File: config.mk
export PLATFORM = sky130hd
export DESIGN_NAME = bus_decoder_1x3_flat
export DESIGN_NICKNAME = d
export VERILOG_FILES = /design/src/rtl/bus_pkg.sv /design/src/rtl/bus_decoder_1x3_if.sv /design/src/rtl/bus_timeout_cnt.sv /design/src/rtl/bus_decoder_1x3.sv /design/src/flat_wrapper.sv
export SDC_FILE = /design/constraint.sdc
export NUM_CORES = 1
export LEC_CHECK = 0
export ABC_AREA = 1
export BUFFER_PORTS_ARGS = -buffer_cell sky130_fd_sc_hd__clkbuf_2
export CAP_MARGIN = 20
export CORE_AREA = 2 2 158 160
export DETAILED_ROUTE_END_ITERATION = 8
export DIE_AREA = 0 0 160 162
export GPL_TIMING_DRIVEN = 0
export PLACE_DENSITY = 0.62
export SYNTH_ARGS = -nofsm -noshare
export SYNTH_HDL_FRONTEND = slang
export SYNTH_SLANG_ARGS = --single-unit
export TNS_END_PERCENT = 5
File: constraint.sdc
create_clock -name i_clk -period 3.8 [get_ports i_clk]
set_input_delay 0.38 -clock i_clk [delete_from_list [all_inputs] [get_ports i_clk]]
set_output_delay 0.38 -clock i_clk [all_outputs]
set_load 0.05 [all_outputs]
File: src/rtl/bus_pkg.sv
// Shared definitions for the single-master bus fabric: size codes, FSM states,
// slave count and the address-match helper.
package bus_pkg;

  localparam int NSLV = 3;

  localparam logic [2:0] SZ_BYTE = 3'b000;
  localparam logic [2:0] SZ_HALF = 3'b001;
  localparam logic [2:0] SZ_WORD = 3'b010;

  localparam logic [31:0] ERR_DATA_DFLT = 32'h0000_0000;

  typedef enum logic [1:0] {
    IDLE,
    WAIT,
    ERR
  } bus_state_t;

  function automatic logic addr_hit(input logic [31:0] addr,
                                    input logic [31:0] base,
                                    input logic [31:0] mask);
    return (addr & mask) == (base & mask);
  endfunction

endpackage

File: src/rtl/bus_decoder_1x3_if.sv
// Single-master request/response bus. The master drives the request and
// receives ack/err/read data; the slave side mirrors it.
interface bus_decoder_1x3_if;
  logic        bus_en;
  logic        wr_rd;
  logic [31:0] wr_data;
  logic [31:0] addr;
  logic [2:0]  size;
  logic        ack;
  logic        err;
  logic [31:0] rd_data;

  // Downstream slaves have no error line, so err is absent from the master view.
  modport master (output bus_en, wr_rd, wr_data, addr, size,
                  input  ack, rd_data);
  modport slave  (input  bus_en, wr_rd, wr_data, addr, size,
                  output ack, err, rd_data);
endinterface

File: src/rtl/bus_timeout_cnt.sv
// Wait-cycle counter: counts enabled cycles and flags the last permitted one.
// Shared with the arbiter's starvation guard.
module bus_timeout_cnt #(
  parameter int unsigned TIMEOUT = 255
) (
  input  logic i_clk,
  input  logic i_rst,
  input  logic i_clr,
  input  logic i_en,
  output logic o_expire
);

  localparam logic [15:0] LAST = 16'(TIMEOUT - 1);

  logic [15:0] cnt;

  always_ff @(posedge i_clk or posedge i_rst) begin
    if (i_rst)      cnt <= '0;
    else if (i_clr) cnt <= '0;
    else if (i_en)  cnt <= cnt + 16'd1;
  end

  assign o_expire = i_en && (cnt == LAST);

endmodule

File: src/rtl/bus_decoder_1x3.sv
// 1-master to 3-slave address decoder with response mux, miss error and
// slave timeout. Each request is latched; the selected slave sees it one cycle later.
module bus_decoder_1x3
  import bus_pkg::*;
#(
  parameter logic [31:0] S0_BASE  = 32'h0000_0000,
  parameter logic [31:0] S0_MASK  = 32'hFFFF_0000,
  parameter logic [31:0] S1_BASE  = 32'h1000_0000,
  parameter logic [31:0] S1_MASK  = 32'hFFFF_F000,
  parameter logic [31:0] S2_BASE  = 32'h2000_0000,
  parameter logic [31:0] S2_MASK  = 32'hFFFF_F000,
  parameter int unsigned TIMEOUT  = 255,
  parameter logic [31:0] ERR_DATA = ERR_DATA_DFLT
) (
  input  logic              i_clk,
  input  logic              i_rst,
  bus_decoder_1x3_if.slave  m,
  bus_decoder_1x3_if.master s0,
  bus_decoder_1x3_if.master s1,
  bus_decoder_1x3_if.master s2
);

  bus_state_t      state;
  logic [NSLV-1:0] sel;
  logic [NSLV-1:0] hit_sel;
  logic [NSLV-1:0] ack_v;
  logic [31:0]     rd_v [NSLV];
  logic [31:0]     rd_sel;
  logic            sel_ack;
  logic            expire;
  logic            wr_rd_q;
  logic [31:0]     wr_data_q;
  logic [31:0]     addr_q;
  logic [2:0]      size_q;

  assign ack_v   = {s2.ack, s1.ack, s0.ack};
  assign rd_v[0] = s0.rd_data;
  assign rd_v[1] = s1.rd_data;
  assign rd_v[2] = s2.rd_data;

  // Fixed priority S0 > S1 > S2 when windows overlap.
  always_comb begin
    hit_sel = '0;
    if (addr_hit(m.addr, S0_BASE, S0_MASK))      hit_sel = 3'b001;
    else if (addr_hit(m.addr, S1_BASE, S1_MASK)) hit_sel = 3'b010;
    else if (addr_hit(m.addr, S2_BASE, S2_MASK)) hit_sel = 3'b100;
  end

  // sel is non-zero only in WAIT, so stray acks outside WAIT are masked here.
  assign sel_ack = |(ack_v & sel);

  always_comb begin
    rd_sel = '0;
    for (int i = 0; i < NSLV; i++)
      if (sel[i]) rd_sel = rd_v[i];
  end

  bus_timeout_cnt #(.TIMEOUT(TIMEOUT)) u_tmo (
    .i_clk    (i_clk),
    .i_rst    (i_rst),
    .i_clr    ((state != WAIT) || sel_ack),
    .i_en     ((state == WAIT) && !sel_ack),
    .o_expire (expire)
  );

  always_ff @(posedge i_clk or posedge i_rst) begin
    if (i_rst) begin
      state     <= IDLE;
      sel       <= '0;
      wr_rd_q   <= 1'b0;
      wr_data_q <= '0;
      addr_q    <= '0;
      size_q    <= '0;
    end else begin
      case (state)
        IDLE: begin
          if (m.bus_en) begin
            if (|hit_sel) begin
              sel       <= hit_sel;
              wr_rd_q   <= m.wr_rd;
              wr_data_q <= m.wr_data;
              addr_q    <= m.addr;
              size_q    <= m.size;
              state     <= WAIT;
            end else begin
              state <= ERR;
            end
          end
        end
        WAIT: begin
          // A slave ack in the final permitted cycle still wins over the timeout.
          if (sel_ack) begin
            sel   <= '0;
            state <= IDLE;
          end else if (expire) begin
            sel   <= '0;
            state <= ERR;
          end
        end
        ERR:     state <= IDLE;
        default: state <= IDLE;
      endcase
    end
  end

  assign m.ack     = (state == ERR) || sel_ack;
  assign m.err     = (state == ERR);
  assign m.rd_data = (state == ERR) ? ERR_DATA : (sel_ack ? rd_sel : '0);

  assign s0.bus_en  = sel[0];
  assign s0.wr_rd   = sel[0] & wr_rd_q;
  assign s0.wr_data = sel[0] ? wr_data_q : '0;
  assign s0.addr    = sel[0] ? addr_q    : '0;
  assign s0.size    = sel[0] ? size_q    : '0;

  assign s1.bus_en  = sel[1];
  assign s1.wr_rd   = sel[1] & wr_rd_q;
  assign s1.wr_data = sel[1] ? wr_data_q : '0;
  assign s1.addr    = sel[1] ? addr_q    : '0;
  assign s1.size    = sel[1] ? size_q    : '0;

  assign s2.bus_en  = sel[2];
  assign s2.wr_rd   = sel[2] & wr_rd_q;
  assign s2.wr_data = sel[2] ? wr_data_q : '0;
  assign s2.addr    = sel[2] ? addr_q    : '0;
  assign s2.size    = sel[2] ? size_q    : '0;

endmodule

File: src/flat_wrapper.sv
// flat-port wrapper written by rule: the top's interface ports become plain ports
module bus_decoder_1x3_flat import bus_pkg::*;
#(
  parameter logic [31:0] S0_BASE  = 32'h0000_0000,
  parameter logic [31:0] S0_MASK  = 32'hFFFF_0000,
  parameter logic [31:0] S1_BASE  = 32'h1000_0000,
  parameter logic [31:0] S1_MASK  = 32'hFFFF_F000,
  parameter logic [31:0] S2_BASE  = 32'h2000_0000,
  parameter logic [31:0] S2_MASK  = 32'hFFFF_F000,
  parameter int unsigned TIMEOUT  = 255,
  parameter logic [31:0] ERR_DATA = ERR_DATA_DFLT
)
  (i_clk, i_rst, m_bus_en, m_wr_rd, m_wr_data, m_addr, m_size, m_ack, m_err, m_rd_data, s0_bus_en, s0_wr_rd, s0_wr_data, s0_addr, s0_size, s0_ack, s0_rd_data, s1_bus_en, s1_wr_rd, s1_wr_data, s1_addr, s1_size, s1_ack, s1_rd_data, s2_bus_en, s2_wr_rd, s2_wr_data, s2_addr, s2_size, s2_ack, s2_rd_data);
  bus_decoder_1x3_if m_i ();
  bus_decoder_1x3_if s0_i ();
  bus_decoder_1x3_if s1_i ();
  bus_decoder_1x3_if s2_i ();
  input  logic i_clk;
  input  logic i_rst;
  input wire logic [$bits(m_i.bus_en)-1:0] m_bus_en;
  input wire logic [$bits(m_i.wr_rd)-1:0] m_wr_rd;
  input wire logic [$bits(m_i.wr_data)-1:0] m_wr_data;
  input wire logic [$bits(m_i.addr)-1:0] m_addr;
  input wire logic [$bits(m_i.size)-1:0] m_size;
  output wire logic [$bits(m_i.ack)-1:0] m_ack;
  output wire logic [$bits(m_i.err)-1:0] m_err;
  output wire logic [$bits(m_i.rd_data)-1:0] m_rd_data;
  output wire logic [$bits(s0_i.bus_en)-1:0] s0_bus_en;
  output wire logic [$bits(s0_i.wr_rd)-1:0] s0_wr_rd;
  output wire logic [$bits(s0_i.wr_data)-1:0] s0_wr_data;
  output wire logic [$bits(s0_i.addr)-1:0] s0_addr;
  output wire logic [$bits(s0_i.size)-1:0] s0_size;
  input wire logic [$bits(s0_i.ack)-1:0] s0_ack;
  input wire logic [$bits(s0_i.rd_data)-1:0] s0_rd_data;
  output wire logic [$bits(s1_i.bus_en)-1:0] s1_bus_en;
  output wire logic [$bits(s1_i.wr_rd)-1:0] s1_wr_rd;
  output wire logic [$bits(s1_i.wr_data)-1:0] s1_wr_data;
  output wire logic [$bits(s1_i.addr)-1:0] s1_addr;
  output wire logic [$bits(s1_i.size)-1:0] s1_size;
  input wire logic [$bits(s1_i.ack)-1:0] s1_ack;
  input wire logic [$bits(s1_i.rd_data)-1:0] s1_rd_data;
  output wire logic [$bits(s2_i.bus_en)-1:0] s2_bus_en;
  output wire logic [$bits(s2_i.wr_rd)-1:0] s2_wr_rd;
  output wire logic [$bits(s2_i.wr_data)-1:0] s2_wr_data;
  output wire logic [$bits(s2_i.addr)-1:0] s2_addr;
  output wire logic [$bits(s2_i.size)-1:0] s2_size;
  input wire logic [$bits(s2_i.ack)-1:0] s2_ack;
  input wire logic [$bits(s2_i.rd_data)-1:0] s2_rd_data;
  assign m_i.bus_en = m_bus_en;
  assign m_i.wr_rd = m_wr_rd;
  assign m_i.wr_data = m_wr_data;
  assign m_i.addr = m_addr;
  assign m_i.size = m_size;
  assign m_ack = m_i.ack;
  assign m_err = m_i.err;
  assign m_rd_data = m_i.rd_data;
  assign s0_bus_en = s0_i.bus_en;
  assign s0_wr_rd = s0_i.wr_rd;
  assign s0_wr_data = s0_i.wr_data;
  assign s0_addr = s0_i.addr;
  assign s0_size = s0_i.size;
  assign s0_i.ack = s0_ack;
  assign s0_i.rd_data = s0_rd_data;
  assign s1_bus_en = s1_i.bus_en;
  assign s1_wr_rd = s1_i.wr_rd;
  assign s1_wr_data = s1_i.wr_data;
  assign s1_addr = s1_i.addr;
  assign s1_size = s1_i.size;
  assign s1_i.ack = s1_ack;
  assign s1_i.rd_data = s1_rd_data;
  assign s2_bus_en = s2_i.bus_en;
  assign s2_wr_rd = s2_i.wr_rd;
  assign s2_wr_data = s2_i.wr_data;
  assign s2_addr = s2_i.addr;
  assign s2_size = s2_i.size;
  assign s2_i.ack = s2_ack;
  assign s2_i.rd_data = s2_rd_data;
  bus_decoder_1x3 #(.S0_BASE(S0_BASE), .S0_MASK(S0_MASK), .S1_BASE(S1_BASE), .S1_MASK(S1_MASK), .S2_BASE(S2_BASE), .S2_MASK(S2_MASK), .TIMEOUT(TIMEOUT), .ERR_DATA(ERR_DATA)) u_core (.i_clk(i_clk), .i_rst(i_rst), .m(m_i), .s0(s0_i), .s1(s1_i), .s2(s2_i));
endmodule
==> flow_metrics.tcl <==
set metrics [dict create \
    nNetsFinal 1614 \
    port_buffers 410 \
    grt.overflow.total 0 \
    max_freq_ghz 0.3278 \
    post-place-cells 1754 \
    yosysUniqueCellTypes 26 \
    post_drt_wl_per_cell_um 14.90 \
    grt_pass1_wl_um 39860 \
    ys_ff_latch 89 \
    yosys_warnings 0 \
    p_int_uw 1549 \
    critPathBufInv 4 \
    period_needed_ns 3.050 \
    worst_ep_arrival_time_ns 2.67 \
    holdCritStartpoint "m_addr[3]" \
    vdd_drop_max_mv 0.1958 \
    drv_slew 0 \
    ant_nets 0 \
    hp-class "input pin to flop" \
    synth_cells 1019 \
    synth_top_area_cell "dfrtp_1" \
    slowest_stage "clkbuf_1" \
    std_cell_rows 57 \
    dp.final_hpwl_um 21270 \
    hold_viol 0 \
    status "complete, no violations" \
    pwr-share-comb_pct 10.6 \
    ys.flop_type "dfrtp_1" \
    antenna_found_initial 4 \
    num_vias 7635 \
    cts.path.max_buffers 2 \
    cts_tree "done" \
    synthTopCellsByArea "dfrtp_1, nand2_1, inv_1" \
    crit_top_cell "clkbuf_1" \
    reg2reg_depth 4 \
    path_delay_family "buffers and inverters" \
    p_sw_uw 525.6 \
    die_area_mm2 0.02592 \
    drc_errors 0 \
    area_growth_pct 46.10 \
    synth_top_area_share_pct 36.66 \
    synth-edff-count 0 \
    worstMarginPinSlew_ns 0.8565 \
    yosysMostFrequentCell "nand2_1" \
    dr.pass1.iters 7 \
    worstPathRequired_ns 3.42 \
    netlist_area_mm2 0.006075 \
    cts_resized 0 \
    cap_violations 0 \
    postSynth.asyncResetShare_pct 100.0 \
    core_mm2 0.02411 \
    grt_usage_pct 19.81 \
    regToRegEndpoint "u_core.sel[0]" \
    clock_latency_ns 0.34 \
    grt_pass1_vias 7280 \
    start_util_pct 25.20 \
    final.setup.tns_ns 0 \
    drtIter0Drc 452 \
    via_per_inst 4.304 \
    die_x_um 160 \
    dpl_cell_area_mm2 0.008562 \
    netlist_top_cells_count "nand2_1, inv_1, dfrtp_1" \
    ff2ff_setup_slack_ns 1.96 \
    whs_endpoint "u_core.addr_q[3]" \
    max_stage_delay_ns 0.71 \
    cts.sinks 89 \
    wl_um 26430 \
    crit_fanout 10 \
    syn_nets 1191 \
    fp.dieH_um 162 \
    htreeDepth 3 \
    switching_share_pct 25.33 \
    clkSlewWorstSetupHoldPaths_ns 0.07 \
    ctsRootBufferMaster "clkbuf_16" \
    finalCritPeriodShare_pct 80.27 \
    layout-drive-gt1-share_pct 30.77 \
    cp-end-kind "output pin" \
    start_kind "flop" \
    fin_skew_ns 0.01214 \
    hold_ws_ns 0.2224 \
    numCtsBuffers 9 \
    stdcell_count 1774 \
    sequentialPowerShare_pct 46.2 \
    r2r-start "u_core.sel[0]" \
    rsz0062_at_grt "false" \
    holdPathStages 3 \
    powerDensity_mw_per_mm2 233.8 \
    leakagePower_uw 0.006397 \
    ioPinCount 411 \
    worstPathCellList "clkbuf_1 > clkbuf_1 > nand2_1 > inv_1 > clkbuf_2" \
    clkPwrFrac_pct 43.2 \
    finalInstanceArea_mm2 0.008875 \
    postSynthAreaPerCell_um2 5.961 \
    path_class "flop to output pin" \
    grt_max_degree 69 \
    gp_congestion 0.9582 \
    setup_viol 0 \
    relSlewSlack_pct 42.90 \
    yosysSeqAreaShare_pct 36.66 \
]
[through the flow]
stage | power [µW] | util (%) | setup slack, ns
after floorplan | 1074 | - | 0.8882
after global placement | 1193 | 35.39 | -0.2131
after detailed placement | 1199 | 35.52 | 1.023
after CTS | 2109 | 36.77 | 0.6506
after global routing | 2172 | 36.82 | 0.5454
final | 2075 | 36.82 | 0.7497
[logic make-up after synthesis]
group	after synthesis	share of synthesized area, %
flip-flops	89	36.66
AND/OR/NAND/NOR	543	35.04
adder cells (fa/ha/maj)	2	0.4119
buffers and inverters	298	19.26
AO/OA/AOI/OAI	86	8.486
XOR/XNOR	1	0.1442
[sequential cells by signal, summed over array words and instances (netlist names)]
name / cells
u_core.u_tmo.cnt: 16
u_core.addr_q: 32
u_core.size_q: 3
u_core.state: 2
u_core.wr_rd_q: 1
u_core.sel: 3
u_core.wr_data_q: 32
[worst register-to-register path, delay by kind of cell (launching register included)]
kind / cells / cell delay [ns]
and+or+nand+nor: 2 / 0.18
DFF: 1 / 0.45
buffers and inverters: 2 / 1.15
[cell usage in the layout (no fill, tap or decap), types with 2 or more instances in the layout]
master	instances
nor3_1	3
nor2_1	83
dfrtp_1	89
buf_6	5
buf_1	10
clkbuf_16	9
diode_2	4
nand4_1	3
buf_2	8
clkinvlp_4	2
ha_1	2
a21oi_1	41
nand2_1	404
clkbuf_1	32
nor3b_1	2
clkbuf_2	410
inv_1	240
a211oi_1	32
nand3_1	42
o21ai_0	12
[layer usage]
metal,GRT usage (%),part of all wire (%),up-vias
met5,0,0,-
met4,9.992,3.7,0
met1,23.50,42,3451
met2,34.71,48,324
li1,-,-,3812
met3,3.320,5.9,48
[worst max-delay path by stage]
stage / to / cells after the start / slack, ns / startpoint
finish: s0_addr[0] / 5 / 0.75 / u_core.sel[0]
global route: m_rd_data[30] / 5 / 0.55 / u_core.sel[0]
CTS: s0_addr[0] / 5 / 0.65 / u_core.sel[0]
detailed placement: s0_addr[0] / 5 / 1.02 / u_core.sel[0]
global placement: u_core.addr_q[24] / 2 / -0.21 / i_rst
floorplan: m_rd_data[10] / 4 / 0.89 / u_core.sel[2]
[cell type report]
class	count	area, µm²
tap	324	405.4
antenna	4	10.01
sequential	89	2227
clock buffer	9	225.2
timing repair buffer	412	2090
clock inverter	6	67.56
inverter	242	910.9
multi-input combinational	632	2678
buffer	56	261.5
fill	2723	15230
[power by group through the flow]
stage          clock, µW  sequential, µW  combinational, µW
2_1_floorplan          0             976               98.0
3_3_place_gp           0             977                216
3_5_place_dp           0             977                222
4_1_cts              927             959                224
5_1_grt              969             959                243
6_report             896             959                220
[timing repair]
item,in CTS,in global routing
hold buffers,1,0
setup endpoints to repair,0,0
setup buffers,0,0
endpoints found under the hold margin,6,0
No activity file was read; power rests on OpenSTA's default activity.
